[src/rtl/cim_pkg.sv]
// Shared definitions for the CIM command sequencer: op codes, address
// field positions and the sequencer state encoding.
package cim_pkg;
  localparam logic [1:0] OP_MAC = 2'b00;
  localparam logic [1:0] OP_WR  = 2'b01;
  localparam logic [1:0] OP_CAM = 2'b10;
  localparam logic [1:0] OP_NOP = 2'b11;

  localparam int BANK_MSB = 8;
  localparam int BANK_LSB = 5;
  localparam int COL_MSB  = 2;

  typedef enum logic [1:0] {
    S_IDLE,
    S_ISSUE,
    S_CAM_HOLD,
    S_BUBBLE
  } seq_state_e;

  // MAC and CAM both read the array, so both must wait for a prior write
  // to the same bank.
  function automatic logic is_array_rd(input logic [1:0] op);
    return (op == OP_MAC) || (op == OP_CAM);
  endfunction
endpackage

[src/rtl/cim_cmd_fifo.sv]
// Small synchronous FIFO holding packed host commands. The pointers carry one
// extra wrap bit so that full and empty can be told apart without a counter.
module cim_cmd_fifo #(
  parameter int DEPTH = 4,
  parameter int W     = 8
) (
  input  logic         clk,
  input  logic         rst_n,
  input  logic         push,
  input  logic         pop,
  input  logic [W-1:0] din,
  output logic         full,
  output logic         empty,
  output logic [W-1:0] head
);
  localparam int AW = $clog2(DEPTH);

  logic [W-1:0] mem_q [DEPTH];
  logic [AW:0]  wptr_q, rptr_q;
  logic         do_push, do_pop;

  assign empty   = (wptr_q == rptr_q);
  assign full    = (wptr_q[AW] != rptr_q[AW]) && (wptr_q[AW-1:0] == rptr_q[AW-1:0]);
  assign head    = mem_q[rptr_q[AW-1:0]];
  assign do_push = push && !full;
  assign do_pop  = pop && !empty;

  // Pointer update; push and pop in the same cycle leave occupancy unchanged.
  always_ff @(posedge clk or negedge rst_n) begin
    if (!rst_n) begin
      wptr_q <= '0;
      rptr_q <= '0;
    end else begin
      if (do_push) wptr_q <= wptr_q + {{AW{1'b0}}, 1'b1};
      if (do_pop)  rptr_q <= rptr_q + {{AW{1'b0}}, 1'b1};
    end
  end

  // Storage write; entries need no reset because empty masks them.
  always_ff @(posedge clk) begin
    if (do_push) mem_q[wptr_q[AW-1:0]] <= din;
  end
endmodule

[src/rtl/cim_cmd_seq.sv]
// Command sequencer in front of array_ctrl. Buffers host commands and issues
// one per array slot on registered outputs, holding CAM searches for CAM_CYC
// cycles and inserting a one-cycle bubble between a write and a read of the
// same bank.
module cim_cmd_seq
  import cim_pkg::*;
#(
  parameter int DEPTH   = 4,
  parameter int ADDR_W  = 9,
  parameter int DATA_W  = 16,
  parameter int CAM_CYC = 2
) (
  input  logic              clk,
  input  logic              rst_n,
  input  logic              cmd_valid,
  output logic              cmd_ready,
  input  logic [1:0]        cmd_op,
  input  logic [ADDR_W-1:0] cmd_addr,
  input  logic [DATA_W-1:0] cmd_bank,
  input  logic [DATA_W-1:0] cmd_in,
  output logic [1:0]        arr_op,
  output logic [ADDR_W-1:0] arr_addr,
  output logic [DATA_W-1:0] arr_bank,
  output logic [DATA_W-1:0] arr_in,
  output logic              busy,
  output logic [15:0]       issue_cnt
);
  localparam int EW = 2 + ADDR_W + 2 * DATA_W;
  localparam int CW = (CAM_CYC > 2) ? $clog2(CAM_CYC) : 1;

  seq_state_e        state_q, state_d;
  logic [CW-1:0]     cnt_q, cnt_d;
  logic [1:0]        op_q, op_d;
  logic [ADDR_W-1:0] addr_q, addr_d;
  logic [DATA_W-1:0] bank_q, bank_d;
  logic [DATA_W-1:0] in_q, in_d;
  logic              lw_vld_q, lw_vld_d;
  logic [BANK_MSB-BANK_LSB:0] lw_bank_q, lw_bank_d;
  logic [15:0]       icnt_q, icnt_d;

  logic              fifo_full, fifo_empty, pop, slot_free, bubble;
  logic [EW-1:0]     head;
  logic [1:0]        h_op;
  logic [ADDR_W-1:0] h_addr;
  logic [DATA_W-1:0] h_bank, h_in;

  cim_cmd_fifo #(.DEPTH(DEPTH), .W(EW)) u_fifo (
    .clk   (clk),
    .rst_n (rst_n),
    .push  (cmd_valid && !fifo_full),
    .pop   (pop),
    .din   ({cmd_op, cmd_addr, cmd_bank, cmd_in}),
    .full  (fifo_full),
    .empty (fifo_empty),
    .head  (head)
  );

  assign {h_op, h_addr, h_bank, h_in} = head;
  assign cmd_ready = !fifo_full;
  assign busy      = !fifo_empty || (state_q != S_IDLE);
  assign arr_op    = op_q;
  assign arr_addr  = addr_q;
  assign arr_bank  = bank_q;
  assign arr_in    = in_q;
  assign issue_cnt = icnt_q;

  // Only a write shown in the immediately preceding slot can force a bubble.
  assign bubble = lw_vld_q && is_array_rd(h_op) &&
                  (h_addr[BANK_MSB:BANK_LSB] == lw_bank_q);

  // Next state: decide whether the current slot ends, then fill the next one.
  always_comb begin
    state_d   = state_q;
    cnt_d     = cnt_q;
    op_d      = op_q;
    addr_d    = addr_q;
    bank_d    = bank_q;
    in_d      = in_q;
    lw_vld_d  = lw_vld_q;
    lw_bank_d = lw_bank_q;
    icnt_d    = icnt_q;
    pop       = 1'b0;
    slot_free = 1'b0;
    case (state_q)
      S_ISSUE: begin
        if (op_q == OP_CAM && CAM_CYC > 1) begin
          state_d = S_CAM_HOLD;
          cnt_d   = CW'(CAM_CYC - 2);
        end else begin
          slot_free = 1'b1;
        end
      end
      S_CAM_HOLD: begin
        if (cnt_q == '0) slot_free = 1'b1;
        else             cnt_d = cnt_q - 1'b1;
      end
      default: slot_free = 1'b1;
    endcase
    if (slot_free) begin
      lw_vld_d = 1'b0;
      if (fifo_empty) begin
        state_d = S_IDLE;
        op_d    = OP_NOP;
      end else if (bubble) begin
        state_d = S_BUBBLE;
        op_d    = OP_NOP;
      end else begin
        pop       = 1'b1;
        state_d   = S_ISSUE;
        op_d      = h_op;
        addr_d    = h_addr;
        bank_d    = h_bank;
        in_d      = h_in;
        lw_vld_d  = (h_op == OP_WR);
        lw_bank_d = h_addr[BANK_MSB:BANK_LSB];
        if (h_op != OP_NOP) icnt_d = icnt_q + 16'd1;
      end
    end
  end

  // State, hold counter, last-write tracking and output registers.
  always_ff @(posedge clk or negedge rst_n) begin
    if (!rst_n) begin
      state_q   <= S_IDLE;
      cnt_q     <= '0;
      op_q      <= OP_NOP;
      addr_q    <= '0;
      bank_q    <= '0;
      in_q      <= '0;
      lw_vld_q  <= 1'b0;
      lw_bank_q <= '0;
      icnt_q    <= '0;
    end else begin
      state_q   <= state_d;
      cnt_q     <= cnt_d;
      op_q      <= op_d;
      addr_q    <= addr_d;
      bank_q    <= bank_d;
      in_q      <= in_d;
      lw_vld_q  <= lw_vld_d;
      lw_bank_q <= lw_bank_d;
      icnt_q    <= icnt_d;
    end
  end
endmodule
[config.mk]
export PLATFORM = sky130hd
export DESIGN_NAME = cim_cmd_seq
export DESIGN_NICKNAME = d
export VERILOG_FILES = /design/src/rtl/cim_pkg.sv /design/src/rtl/cim_cmd_fifo.sv /design/src/rtl/cim_cmd_seq.sv
export SDC_FILE = /design/constraint.sdc
export NUM_CORES = 1
export LEC_CHECK = 0
export ABC_AREA = 0
export CAP_MARGIN = 20
export CORE_ASPECT_RATIO = 1.1
export CORE_MARGIN = 3
export CORE_UTILIZATION = 52
export CTS_BUF_LIST = sky130_fd_sc_hd__clkbuf_8
export DETAILED_ROUTE_END_ITERATION = 10
export GPL_TIMING_DRIVEN = 1
export PLACE_DENSITY_LB_ADDON = 0.25
export REMOVE_ABC_BUFFERS = 1
export SLEW_MARGIN = 15
export SYNTH_ARGS = -nofsm -noshare
export SYNTH_HDL_FRONTEND = slang
export SYNTH_SLANG_ARGS = --single-unit
[constraint.sdc]
create_clock -name clk -period 2.24 [get_ports clk]
set_input_delay 0.224 -clock clk [delete_from_list [all_inputs] [get_ports clk]]
set_output_delay 0.224 -clock clk [all_outputs]
set_load 0.005 [all_outputs]
### After elaboration in Yosys (flattened, before gate mapping)

Memories as Yosys holds them, arrays and structs flattened.
Cells that the tools add are included.

| word-level totals | value |
|---|---|
| register bits after elaboration | 73 |
| bits in writable memories | 172 |
| bits of input ports | 46 |
| output and inout port bits | 61 |
| word-level logic and storage cells | 68 |
| memories | 1 |

Memories:

| memory | depth | bits a word | read ports | clocked after memory_dff | wr ports | RTL line | source |
|---|---|---|---|---|---|---|---|
| u_fifo.mem_q | 4 | 43 | 1 | 0 | 1 | cim_cmd_fifo.sv:18 | `logic [W-1:0] mem_q [DEPTH];` |

| operators by class | value |
|---|---|
| $add $sub $neg | 4 |
| eq/ne operators | 11 |
| multiplexer cells | 20 |
| bitwise operators | 2 |
| reductions and logical operators | 19 |

Operator list:

| operator | count |
|---|---|
| $add 16x1->16 const B | 1 |
| $mux 2 | 7 |
| $mux 1 | 11 |
| $reduce_bool 2->1 | 4 |
| $add 3x1->3 const B | 2 |
| $eq 2x2->1 const B | 3 |
| $logic_and 1x1->1 | 6 |
| $eq 2x1->1 const B | 2 |
| $eq 4x4->1 | 1 |
| $ne 2x2->1 const B | 2 |
| $pmux 1 s2 | 2 |
| $reduce_and 2->1 | 2 |
| $reduce_and 4->1 | 1 |
| $eq 3x3->1 | 1 |
| $reduce_and 3->1 | 1 |
| $eq 2x2->1 | 1 |
| $logic_not 1->1 | 2 |
| $logic_not 2->1 | 1 |
| $logic_or 1x1->1 | 2 |
| $not 1->1 | 2 |
| $ne 1x1->1 | 1 |
| $sub 1x1->1 const B | 1 |

### Logic depth before layout (Yosys ltp)

An unclocked memory read counts as a cell.

| depth | value |
|---|---|
| depth in word-level cells | 9 |
| gate-level depth with buffers | 8 |
| depth with buffers taken out | 7 |

### Hierarchy

From an unflattened synthesis, not the netlist that was laid out.

| unflattened totals | value |
|---|---|
| cells, all modules | 468 |
| area total of the unflattened synthesis | 9316.4 um2 |

By module, submodules not included:

| module | times used | cells each | area an instance (um2) | sequential area each (um2) |
|---|---|---|---|---|
| cim_cmd_fifo | 1 | 273 | 6703.9 | 5315.1 |
| cim_cmd_seq | 1 | 195 | 2612.5 | 1554.0 |

### Worst setup path before layout

OpenSTA, ideal clock, no wires.

| timing path | value |
|---|---|
| path kind | reg-to-reg |
| start | reg u_fifo.rptr_q[1] |
| end | mem u_fifo.mem_q[3][0] (netlist bit), enable pin |
| library setup time | 406 ps |
| arrival | 1964 ps |
| required time | 1834 ps |
| slack | -131 ps |
| stages on the path, launching flop included | 5 |
| path buffers | 1 |
| period minus slack after synthesis | 2371 ps |
| cells stage by stage | dfrtp_1 buf_2 xnor2_1 nand3_1 and3_1 |

| on the way | value |
|---|---|
| longest elaborated chain between the ends | 7 |

RTL lines:

| item | RTL line | source |
|---|---|---|
| start: declaration | cim_cmd_fifo.sv:19 | `logic [AW:0] wptr_q, rptr_q;` |
| start signal: assignment | cim_cmd_fifo.sv:35 | `if (do_pop) rptr_q <= rptr_q + {{AW{1'b0}}, 1'b1};` |
| $eq 2x2->1 * | cim_cmd_fifo.sv:23 | `assign full = (wptr_q[AW] != rptr_q[AW]) && (wptr_q[AW-1:0] == rptr_q[AW-1:0]);` |
| $logic_and 1x1->1 * | cim_cmd_fifo.sv:23 |  |
| $logic_not 1->1 * | - |  |
| via cmd_ready | cim_cmd_seq.sv:16 | `output logic cmd_ready,` |
| $logic_and 1x1->1 | cim_cmd_seq.sv:50 | `.push (cmd_valid && !fifo_full),` |
| $logic_and 1x1->1 * | cim_cmd_fifo.sv:25 | `assign do_push = push && !full;` |
| $mux 1 * | cim_cmd_fifo.sv:41 | `if (do_push) mem_q[wptr_q[AW-1:0]] <= din;` |
| $mux 1 (not written as such) * | cim_cmd_fifo.sv:41 |  |
| end: declaration | cim_cmd_fifo.sv:18 |  |

The timed path passes the listed nets; every way through them passes the cells marked *.

### Worst setup path after layout

| timing path | value |
|---|---|
| start | reg u_fifo.rptr_q[0] |
| end | reg in_q[14], in the netlist arr_in[14] |

| on the way | value |
|---|---|
| longest elaborated chain between the ends | 7 |
| elaborated cells between the ends (all ways) | 11 |
| classes of those cells | 3 x eq/ne; 2 x bitwise; 5 x reduce/logical; 1 x memory |

RTL lines:

| item | RTL line | source |
|---|---|---|
| $mem_v2 4x43 | - |  |
| $eq 2x2->1 / $logic_not 2->1 (equally long branches) | cim_pkg.sv:23 | `return (op == OP_MAC) \|\| (op == OP_CAM);` |
| $logic_or 1x1->1 | cim_pkg.sv:23 |  |
| $logic_and 1x1->1 (2 in a row) | cim_cmd_seq.sv:68 | `assign bubble = lw_vld_q && is_array_rd(h_op) &&` |
| $not 1->1 (no source line) | - |  |
| $reduce_and 3->1 (no source line) | - |  |
| end signal: assignment | cim_cmd_seq.sv:139 | `in_q <= in_d;` |
| end: declaration | cim_cmd_seq.sv:36 | `logic [DATA_W-1:0] in_q, in_d;` |

Parallel ways exist; a longest one is shown, timed or not.
A chain may end at the register's enable or synchronous reset.

==> results.sh <==
export IMPL_dp_hpwl_um=11500
export IMPL_powerDensity_mw_per_mm2=1530
export IMPL_stdcell_area_mm2=0.0119
export IMPL_post_drt_wl_per_cell_um=20.5
export IMPL_fin_util=0.688
export IMPL_htree_levels=2
export IMPL_slew_headroom=0.527
export IMPL_die_y_um=146
export IMPL_syn_area_mm2=0.00933
export IMPL_status="finished, violations left"
export IMPL_power_frac_seq=0.375
export IMPL_hp_class="input port to asynchronous set/reset pin"
export IMPL_worstPathCellList="buf_6 > mux4_2 > xnor2_2 > nand4_2 > o21ai_4 > buf_12 > clkbuf_16 > mux2_1"
export IMPL_power_frac_clock=0.199
export IMPL_skew_ns=0.0220
export IMPL_worstSetupEndpointType="flip-flop"
export IMPL_comb_power_share=0.427
export IMPL_p_switching_uw=5640
export IMPL_synth_edf_count=172
export IMPL_finalSetupViolCount=47
export IMPL_clockBufferDepth=3
export IMPL_layout_drive_gt1_share=0.322
export IMPL_reg2reg_depth=8
export IMPL_gp_congestion=0.897
export IMPL_startpoint="u_fifo.rptr_q[0]"
export IMPL_cts_tree="built"
export IMPL_antenna_cells=0
export IMPL_critPathMaxFanout=13
export IMPL_track_usage=0.192
export IMPL_drtAntennaViolNets=0
export IMPL_yosys_most_used_dff="edfxtp_1"
export IMPL_violations="setup timing"
export IMPL_cts_made_buffers=39
export IMPL_core_area_mm2=0.0173
export IMPL_yosys_area_top_type="edfxtp_1"
export IMPL_syn_inst=460
export IMPL_post_route_min_period_ns=2.39
export IMPL_avgViaCountPerCell=5.51
export IMPL_place_area_mm2=0.0109
export IMPL_r2r_end="arr_in[14]"
export IMPL_antenna_found_initial=0
export IMPL_tightest_slew_ns=0.709
export IMPL_slew_violations=0
export IMPL_yosysMostFrequentCell="edfxtp_1"
export IMPL_vias=4934
export IMPL_synth_async_reset_ratio=0.283
export IMPL_firstDrtPassIters=4
export IMPL_path_clk_slew_ns=0.06
export IMPL_worst_setup_path_type="flip-flop to flip-flop"
export IMPL_crit_arrival_ns=2.78
export IMPL_port_buffers=106
export IMPL_synthTopCellsByArea="edfxtp_1 55%, dfrtp_1 18%, mux4_2 10%"
export IMPL_clockRootBuffer="clkbuf_8"
export IMPL_timing_rr_start="u_fifo.rptr_q[0]"
export IMPL_clock_sinks=240
export IMPL_required_ns=2.64
export IMPL_peakVddDrop_mv=0.934
export IMPL_internal_power_uw=12600
export IMPL_ys_seq_area_frac=0.736
export IMPL_cpPeakStageDelay_ns=0.49
export IMPL_leakage_uw=0.00431
export IMPL_maxCapViolations=0
export IMPL_totalNegativeSetupSlack_ns=-4.60
export IMPL_synth_common_cells="172 x edfxtp_1, 66 x dfrtp_1, 43 x mux4_2"
export IMPL_die_area_mm2=0.0196
export IMPL_route_detailed_drc=0
export IMPL_power_uw=18200
export IMPL_ys_seq_elements=240
export IMPL_wl_um=18400
export IMPL_first_iter_violations=211
export IMPL_post_place_ws_ns=-0.0876
export IMPL_rsz0062_at_grt="true"
export IMPL_areaGrowthSynthToFinish_pct=27.8
export IMPL_grt_pass1_vias=5518
export IMPL_die_w_um=134
export IMPL_finalCritPeriodShare=1.07
export IMPL_synth_distinct_cells=41
export IMPL_p_sw_frac=0.309
export IMPL_grt_max_degree=48
export IMPL_worst_path_max_delay_cell="dfrtp_4"
export IMPL_final_nets=687
export IMPL_overflow=0
export IMPL_io_pins=107
export IMPL_ys_warn_count=0
export IMPL_crit_family="multiplexers"
export IMPL_regToRegSetupSlack_ns=-0.15
export IMPL_hold_viol_final=0
export IMPL_fmax_ghz=0.419
export IMPL_placementRows=50
export IMPL_n_fill_cell=1115
export IMPL_grt_pass1_wl_um=29500
export IMPL_setup_ws_ns=-0.146
export IMPL_synth_avg_cell_area_um2=20.3
export IMPL_start_util=0.538
export IMPL_yosysTopAreaCellShare=0.554
export IMPL_insertion_delay_ns=0.53
export IMPL_worst_setup_path_start_kind="flip-flop"
export IMPL_cp_num_buf_inv=3
routing by layer:
layer	routed length, um	GRT usage
met5	0	0
met1	7280	0.243
met4	284	0.0535
met3	1120	0.0489
met2	9680	0.330
cell usage in the layout, fill, tap and decap left out, types with 3 or more instances in the layout:
cell / count
edfxtp_1: 172
clkdlybuf4s50_1: 103
dfrtp_1: 64
clkbuf_8: 48
mux4_2: 43
mux2_2: 36
buf_4: 26
xnor2_1: 19
inv_1: 18
buf_12: 10
o211ai_1: 9
ha_1: 9
buf_6: 9
nand3_1: 6
nand2_1: 5
nor3_1: 5
mux2_4: 5
clkinv_2: 5
and3_2: 4
nor2_1: 4
o21ai_0: 3
o2111ai_1: 3
mux2_1: 3
clkinv_1: 3
power by group through the flow:
| stage | Sequential (uW) | Combinational (uW) | Clock [uW] |
|---|---|---|---|
| after global placement | 6870 | 6760 | 0 |
| after global routing | 6940 | 8350 | 3930 |
| final | 6840 | 7780 | 3620 |
| after floorplan | 7020 | 3770 | 0 |
| after detailed placement | 6940 | 6950 | 0 |
| after CTS | 6830 | 7440 | 3700 |
sequential cells by signal, indices dropped and copies added (netlist names), 2 cells and up:
name	count
u_fifo.rptr_q	3
u_fifo.mem_q	172
u_fifo.wptr_q	3
arr_addr	9
issue_cnt	16
arr_op	2
state_q	2
arr_in	16
arr_bank	16
worst max path at each step:
stage / to / slack [ns] / depth (start not counted)
global placement: arr_addr[0] / -0.06 / 6
finish: arr_in[14] / -0.15 / 8
detailed placement: arr_in[6] / -0.09 / 6
global route: arr_in[14] / -0.24 / 8
floorplan: u_fifo.rptr_q[1] / -2.21 / 5
CTS: arr_in[6] / -0.13 / 7
timing repair:
action | CTS | global route
pin swaps | 3 | 7
hold buffers | 1 | 0
setup buffers | 9 | 4
resized for setup | 20 | 12
endpoints found under the hold margin | 46 | 0
endpoints found under the setup margin | 52 | 54
gates cloned | 0 | 1
kinds of logic (layout without fill, tap and decap cells):
group / count (synthesis) / count (layout) / share of synthesized area
AO/OA/AOI/OAI: 26 / 26 / 0.0219
XOR/XNOR: 24 / 24 / 0.0225
adder cells (fa/ha/maj): 9 / 9 / 0.0121
buffers and inverters: 27 / 228 / 0.0182
flip-flops: 240 / 240 / 0.736
multiplexers: 87 / 87 / 0.157
AND/OR/NAND/NOR: 47 / 47 / 0.0322
final cells by class:
| type | count | area (um^2) | share of cell area |
|---|---|---|---|
| Inverter | 7 | 26.3 | 0.00220 |
| Timing Repair Buffer | 151 | 1570 | 0.132 |
| Tap cell | 234 | 293 | 0.0245 |
| Sequential cell | 240 | 6870 | 0.576 |
| Multi-Input combinational cell | 193 | 2400 | 0.201 |
| Clock inverter | 22 | 104 | 0.00871 |
| Clock buffer | 48 | 661 | 0.0554 |
through the flow:
step,hold WS (ns),std cells
after floorplan,-0.0716,440
after global placement,0.320,812
after detailed placement,0.324,812
after CTS,0.296,891
after global routing,0.304,895
final,0.297,895
(Power assumes the default switching activity.)
